**src/rtl/ads8861_spi_ctrl.sv**
```systemverilog
// ADS8861 conversion and readout controller: CONVST pulse, SCK generation,
// 16-bit MSB-first capture in 3-wire CS mode without busy indicator.
module ads8861_spi_ctrl #(
  parameter int unsigned T_CONV  = 72,
  parameter int unsigned CLK_DIV = 1,
  parameter int unsigned DATA_W  = 16
) (
  input  logic              clk,
  input  logic              rst,
  input  logic              start,
  input  logic              sdo,
  output logic              din,
  output logic              convst,
  output logic              sck,
  output logic [DATA_W-1:0] data,
  output logic              data_valid,
  output logic              idle,
  output logic              start_miss
);

  localparam int unsigned CNT_MAX = (T_CONV > CLK_DIV) ? T_CONV : CLK_DIV;
  localparam int unsigned CNT_W   = $clog2(CNT_MAX) + 1;
  localparam int unsigned BIT_W   = 5;

  typedef enum logic [1:0] {S_IDLE, S_CONV, S_SETUP, S_SHIFT} state_t;

  state_t             state_q, state_d;
  logic [CNT_W-1:0]   cnt_q, cnt_d;
  logic [BIT_W-1:0]   bits_q, bits_d;
  logic [DATA_W-1:0]  sr_q, sr_d;
  logic [DATA_W-1:0]  data_q, data_d;
  logic               convst_q, convst_d;
  logic               sck_q, sck_d;
  logic               data_valid_q, data_valid_d;
  logic               idle_q, idle_d;
  logic               start_miss_q, start_miss_d;

  // Next-state and registered-output logic; cnt times both CONV and SCK phases
  always_comb begin
    state_d      = state_q;
    cnt_d        = cnt_q + CNT_W'(1);
    bits_d       = bits_q;
    sr_d         = sr_q;
    data_d       = data_q;
    convst_d     = convst_q;
    sck_d        = sck_q;
    data_valid_d = 1'b0;
    idle_d       = idle_q;
    start_miss_d = start && (state_q != S_IDLE);

    case (state_q)
      S_IDLE: begin
        cnt_d = '0;
        if (start) begin
          state_d  = S_CONV;
          convst_d = 1'b1;
          idle_d   = 1'b0;
          bits_d   = '0;
          sr_d     = '0;
        end
      end
      S_CONV: begin
        if (cnt_q == CNT_W'(T_CONV - 1)) begin
          convst_d = 1'b0;
          cnt_d    = '0;
          state_d  = S_SETUP;
        end
      end
      S_SETUP: begin
        if (cnt_q == CNT_W'(CLK_DIV - 1)) begin
          sck_d   = 1'b1;
          sr_d    = {sr_q[DATA_W-2:0], sdo};
          bits_d  = BIT_W'(1);
          cnt_d   = '0;
          state_d = S_SHIFT;
        end
      end
      S_SHIFT: begin
        if (cnt_q == CNT_W'(CLK_DIV - 1)) begin
          cnt_d = '0;
          if (sck_q) begin
            sck_d = 1'b0;
          end else if (bits_q == BIT_W'(DATA_W)) begin
            data_d       = sr_q;
            data_valid_d = 1'b1;
            idle_d       = 1'b1;
            state_d      = S_IDLE;
          end else begin
            sck_d  = 1'b1;
            sr_d   = {sr_q[DATA_W-2:0], sdo};
            bits_d = bits_q + BIT_W'(1);
          end
        end
      end
      default: begin
        state_d  = S_IDLE;
        convst_d = 1'b0;
        sck_d    = 1'b0;
        idle_d   = 1'b1;
      end
    endcase
  end

  always_ff @(posedge clk) begin
    if (rst) begin
      state_q      <= S_IDLE;
      cnt_q        <= '0;
      bits_q       <= '0;
      sr_q         <= '0;
      data_q       <= '0;
      convst_q     <= 1'b0;
      sck_q        <= 1'b0;
      data_valid_q <= 1'b0;
      idle_q       <= 1'b1;
      start_miss_q <= 1'b0;
    end else begin
      state_q      <= state_d;
      cnt_q        <= cnt_d;
      bits_q       <= bits_d;
      sr_q         <= sr_d;
      data_q       <= data_d;
      convst_q     <= convst_d;
      sck_q        <= sck_d;
      data_valid_q <= data_valid_d;
      idle_q       <= idle_d;
      start_miss_q <= start_miss_d;
    end
  end

  // DIN tied high selects 3-wire CS mode
  assign din        = 1'b1;
  assign convst     = convst_q;
  assign sck        = sck_q;
  assign data       = data_q;
  assign data_valid = data_valid_q;
  assign idle       = idle_q;
  assign start_miss = start_miss_q;

endmodule
```
**config.mk**
```make
export PLATFORM = sky130hd
export DESIGN_NAME = ads8861_spi_ctrl
export DESIGN_NICKNAME = d
export VERILOG_FILES = /design/src/rtl/ads8861_spi_ctrl.sv
export SDC_FILE = /design/constraint.sdc
export NUM_CORES = 1
export LEC_CHECK = 0
export BUFFER_PORTS_ARGS = -buffer_cell sky130_fd_sc_hd__buf_4
export CAP_MARGIN = 15
export CELL_PAD_IN_SITES_DETAIL_PLACEMENT = 1
export CELL_PAD_IN_SITES_GLOBAL_PLACEMENT = 1
export CORE_MARGIN = 4
export CORE_UTILIZATION = 34
export DETAILED_ROUTE_END_ITERATION = 12
export PLACE_DENSITY = 0.62
export SLEW_MARGIN = 20
export SYNTH_ARGS = -nofsm -noshare
export SYNTH_HDL_FRONTEND = slang
export SYNTH_SLANG_ARGS = --single-unit
```
**constraint.sdc**
```tcl
create_clock -name clk -period 4.7 [get_ports clk]
set_input_delay 0 -clock clk [delete_from_list [all_inputs] [get_ports clk]]
set_output_delay 0 -clock clk [all_outputs]
set_load 0.005 [all_outputs]
```
==> flow_summary_export.csv <==
group,metric,value,unit
run_status,status,"finished clean",
route,antenna_left,0,
cells_and_area,layout-drive-gt1-share,15.28,%
cells_and_area,insertedDiodeCount,0,
timing,max_freq,404.9,MHz
synthesis,synthTopCellsByArea,"dfxtp_1, a21oi_1, o21ai_0",
grt,busiest_layer,"met2",
timing,rsz0062_at_grt,"no",
setup_path,arrival,2.72,ns
grt,grt_pass1_vias,2040,
setup_path,r2r_end,"cnt_q[6]$_SDFF_PP0_",
synthesis,synth_edf_count,0,
timing,report.final.slew_viol_count,0,
cells_and_area,fillCellCount,810,
setup_path,r2r_slack,2.23,ns
setup_path,endpoint,"cnt_q[6]$_SDFF_PP0_",
timing,min_period_over_period,52.55,%
clocking,cts_made_buffers,5,
power,ir_worst_vdd,0.1450,mV
timing,worst_slew_pin_slew,0.8774,ns
route,drt-pass1-iter-count,4,
setup_path,r2r_start,"state_q[0]$_SDFFE_PP0P_",
grt,grt_max_degree,48,
power,p_total,1.168,mW
synthesis,synth_area,2369,µm²
cells_and_area,area_growth_syn_to_layout,14.00,%
grt,grt_usage,15.05,%
synthesis,synth_cell_type_count,45,
timing,setup_tns,0,ns
grt,met1_usage,19.70,%
power,p_per_area,432.6,nW/µm²
cells_and_area,register_area,1041,µm²
cells_and_area,utilization,39.74,%
die,initial_core_util,34.86,%
clocking,ctsResizeCount,0,
die,ios,26,
clocking,insertion_delay,0.32,ns
cells_and_area,multi_input_area,1192,µm²
timing,finalSetupViolCount,0,
timing,min_period,2.470,ns
synthesis,synth-seq-cells,52,
setup_path,cp_max_fo,19,
placement,detailed_place_hpwl,3.799,mm
setup_path,endpoint_kind,"flop",
cells_and_area,finalInstanceArea,2700,µm²
clocking,path_clk_slew,0.10,ns
synthesis,synth_top_area_share,43.95,%
grt,antenna_found_initial,0,
placement,dp_cells,373,
synthesis,syn_nets,288,
route,vias,2046,
setup_path,timing.critical_path.from,"state_q[0]$_SDFFE_PP0P_",
grt,met3_usage,3.231,%
clocking,cts_setup_buffers,0,
timing,hold_viol_final,0,
synthesis,synth.avg_cell_area,8.613,µm²
route,wl_per_cell,15.24,µm
min_path,hp-class,"in -> reg",
cells_and_area,num-nets-final,300,
timing,slew_headroom,41.42,%
placement,io_buffers,24,
clocking,htree_levels,2,
die,die_h,91.47,µm
clocking,root_buffer,"clkbuf_8",
placement,routabilityCongestion,0.7739,
setup_path,setup.worst_path.class,"reg -> reg",
grt,grt_util_met2,24.71,%
synthesis,ys_warn_count,0,
clocking,cts_tree,"done",
power,total_leakage_power,0.9497,nW
die,core.rowCount,30,
route,wl,5.853,mm
synthesis,seq_area_frac_synth,43.95,%
timing,clock-skew-final,0.009775,ns
placement,placed_area,2579,µm²
setup_path,ff2ff_path_depth,5,
grt,gr-total-overflow,0,
cells_and_area,finalNonFillerCells,384,
clocking,numClockSinks,52,
die,core_area,6794,µm²
synthesis,synth_top_area_cell,"dfxtp_1",
grt,grt_pass1_wl,10.25,mm
route,via_per_inst,5.328,
synthesis,async_reset_ff_share,0,%
route,route.detailed.drc,0,
route,drt_iter0_drc,86,
synthesis,synthCells,275,
synthesis,synthFlopType,"dfxtp_1",
clocking,clockBufferDepth,2,
setup_path,cp.required,4.95,ns
run,cap_violations,0,
setup_path,startpoint_type,"flop",
die,die_w,91.47,µm
die,dieArea,8366,µm²
repair_timing:
action | 4_1_cts | 5_1_grt
setup endpoints to repair | 0 | 0
hold endpoints to repair | 2 | 0
hold buffers | 2 | 0
cell usage after synthesis (2+ instances only):
cell,count
a21oi_1,37
and3_1,4
xor2_1,3
nand3_1,22
o21ai_0,35
buf_4,3
clkbuf_1,15
a31oi_1,3
xnor2_1,2
ha_1,9
nand4_1,22
o31ai_1,4
dfxtp_1,52
buf_2,4
inv_1,10
nor2_1,11
and2_1,4
nor2b_1,3
nand2_1,2
nor3_1,4
nor3b_1,2
metal layers:
| layer | wire (µm) | vias to the layer above | part of all wire (%) |
|---|---|---|---|
| li1 | - | 1024 | - |
| met1 | 2882 | 1002 | 49 |
| met2 | 2786 | 16 | 48 |
| met3 | 129 | 4 | 2.2 |
| met4 | 54 | 0 | 0.92 |
| met5 | 0 | - | 0 |
stage by stage:
step           setup slack, ns  hold WS [ns]
2_1_floorplan            2.837        0.1543
3_3_place_gp             2.276        0.2870
3_5_place_dp             2.279        0.2845
4_1_cts                  2.248        0.1334
5_1_grt                  2.018        0.1603
6_report                 2.230        0.1460
sequential cells by signal, indices dropped and copies added, names as in the netlist:
register	count
bits_q	5
cnt_q	8
convst	1
data	16
data_valid	1
idle	1
sck	1
sr_q	16
start_miss	1
state_q	2
worst max-delay path: stages (launching register included):
cell and delay, ns:
dfxtp_1 0.39, ha_1 0.52, or2_1 0.62, o21ai_2 0.31, a211o_1 0.44, nor2_1 0.14
logic make-up (layout without fill, tap and decap cells):
logic type,after synthesis,after routing,share of synthesized area [%]
AOI/OAI and AO/OA,93,93,22.82
adders and majority gates,9,9,4.754
DFF,52,52,43.95
other,1,1,0.1583
xor gates and xnor gates,5,5,1.849
and+or+nand+nor,82,82,20.23
buffers and inverters,33,46,6.233
layout by cell type, fill, tap and decap left out, drive strengths merged, types with 2 or more instances in the layout:
cell | netlist | routed
a31oi | 3 | 3
nor3b | 2 | 2
a21oi | 38 | 38
dlygate4sd3 | 0 | 2
o31ai | 4 | 4
dfxtp | 52 | 52
ha | 9 | 9
xnor2 | 2 | 2
a2111oi | 2 | 2
buf | 8 | 26
nor2 | 12 | 12
and3 | 4 | 4
nand3 | 23 | 23
clkbuf | 15 | 5
o21ai | 37 | 37
and2 | 4 | 4
nor2b | 3 | 3
nand2 | 2 | 2
nor3 | 5 | 5
nand4 | 22 | 22
xor2 | 3 | 3
inv | 10 | 11
worst min-delay path by stage:
stage                     depth (start not counted)  startpoint                    to  slack [ns]
final                                             2         rst   convst$_SDFFE_PP0P_        0.15
after global placement                            3         sdo  sr_q[0]$_SDFFE_PP0P_        0.29
after floorplan                                   2         sdo  sr_q[0]$_SDFFE_PP0P_        0.15
after global routing                              2         rst  data[5]$_SDFFE_PP0P_        0.16
after detailed placement                          3         sdo  sr_q[0]$_SDFFE_PP0P_        0.28
after CTS                                         2         rst  data[5]$_SDFFE_PP0P_        0.13
cell type report:
class	count	share of cell area [%]
inverters	10	1.390
repair buffers	28	8.109
clock inverters	3	0.7878
flip-flops and latches	52	38.55
clock buffers	5	2.549
well taps	96	4.449
multi-input cells	190	44.16
where the power goes:
part | switching (mW) | internal [mW]
Clock | 0.162 | 0.106
Combinational | 0.254 | 0.127
Sequential | 0.0498 | 0.468
Total | 0.466 | 0.702
Note: power is estimated with default switching activity, not from simulation.
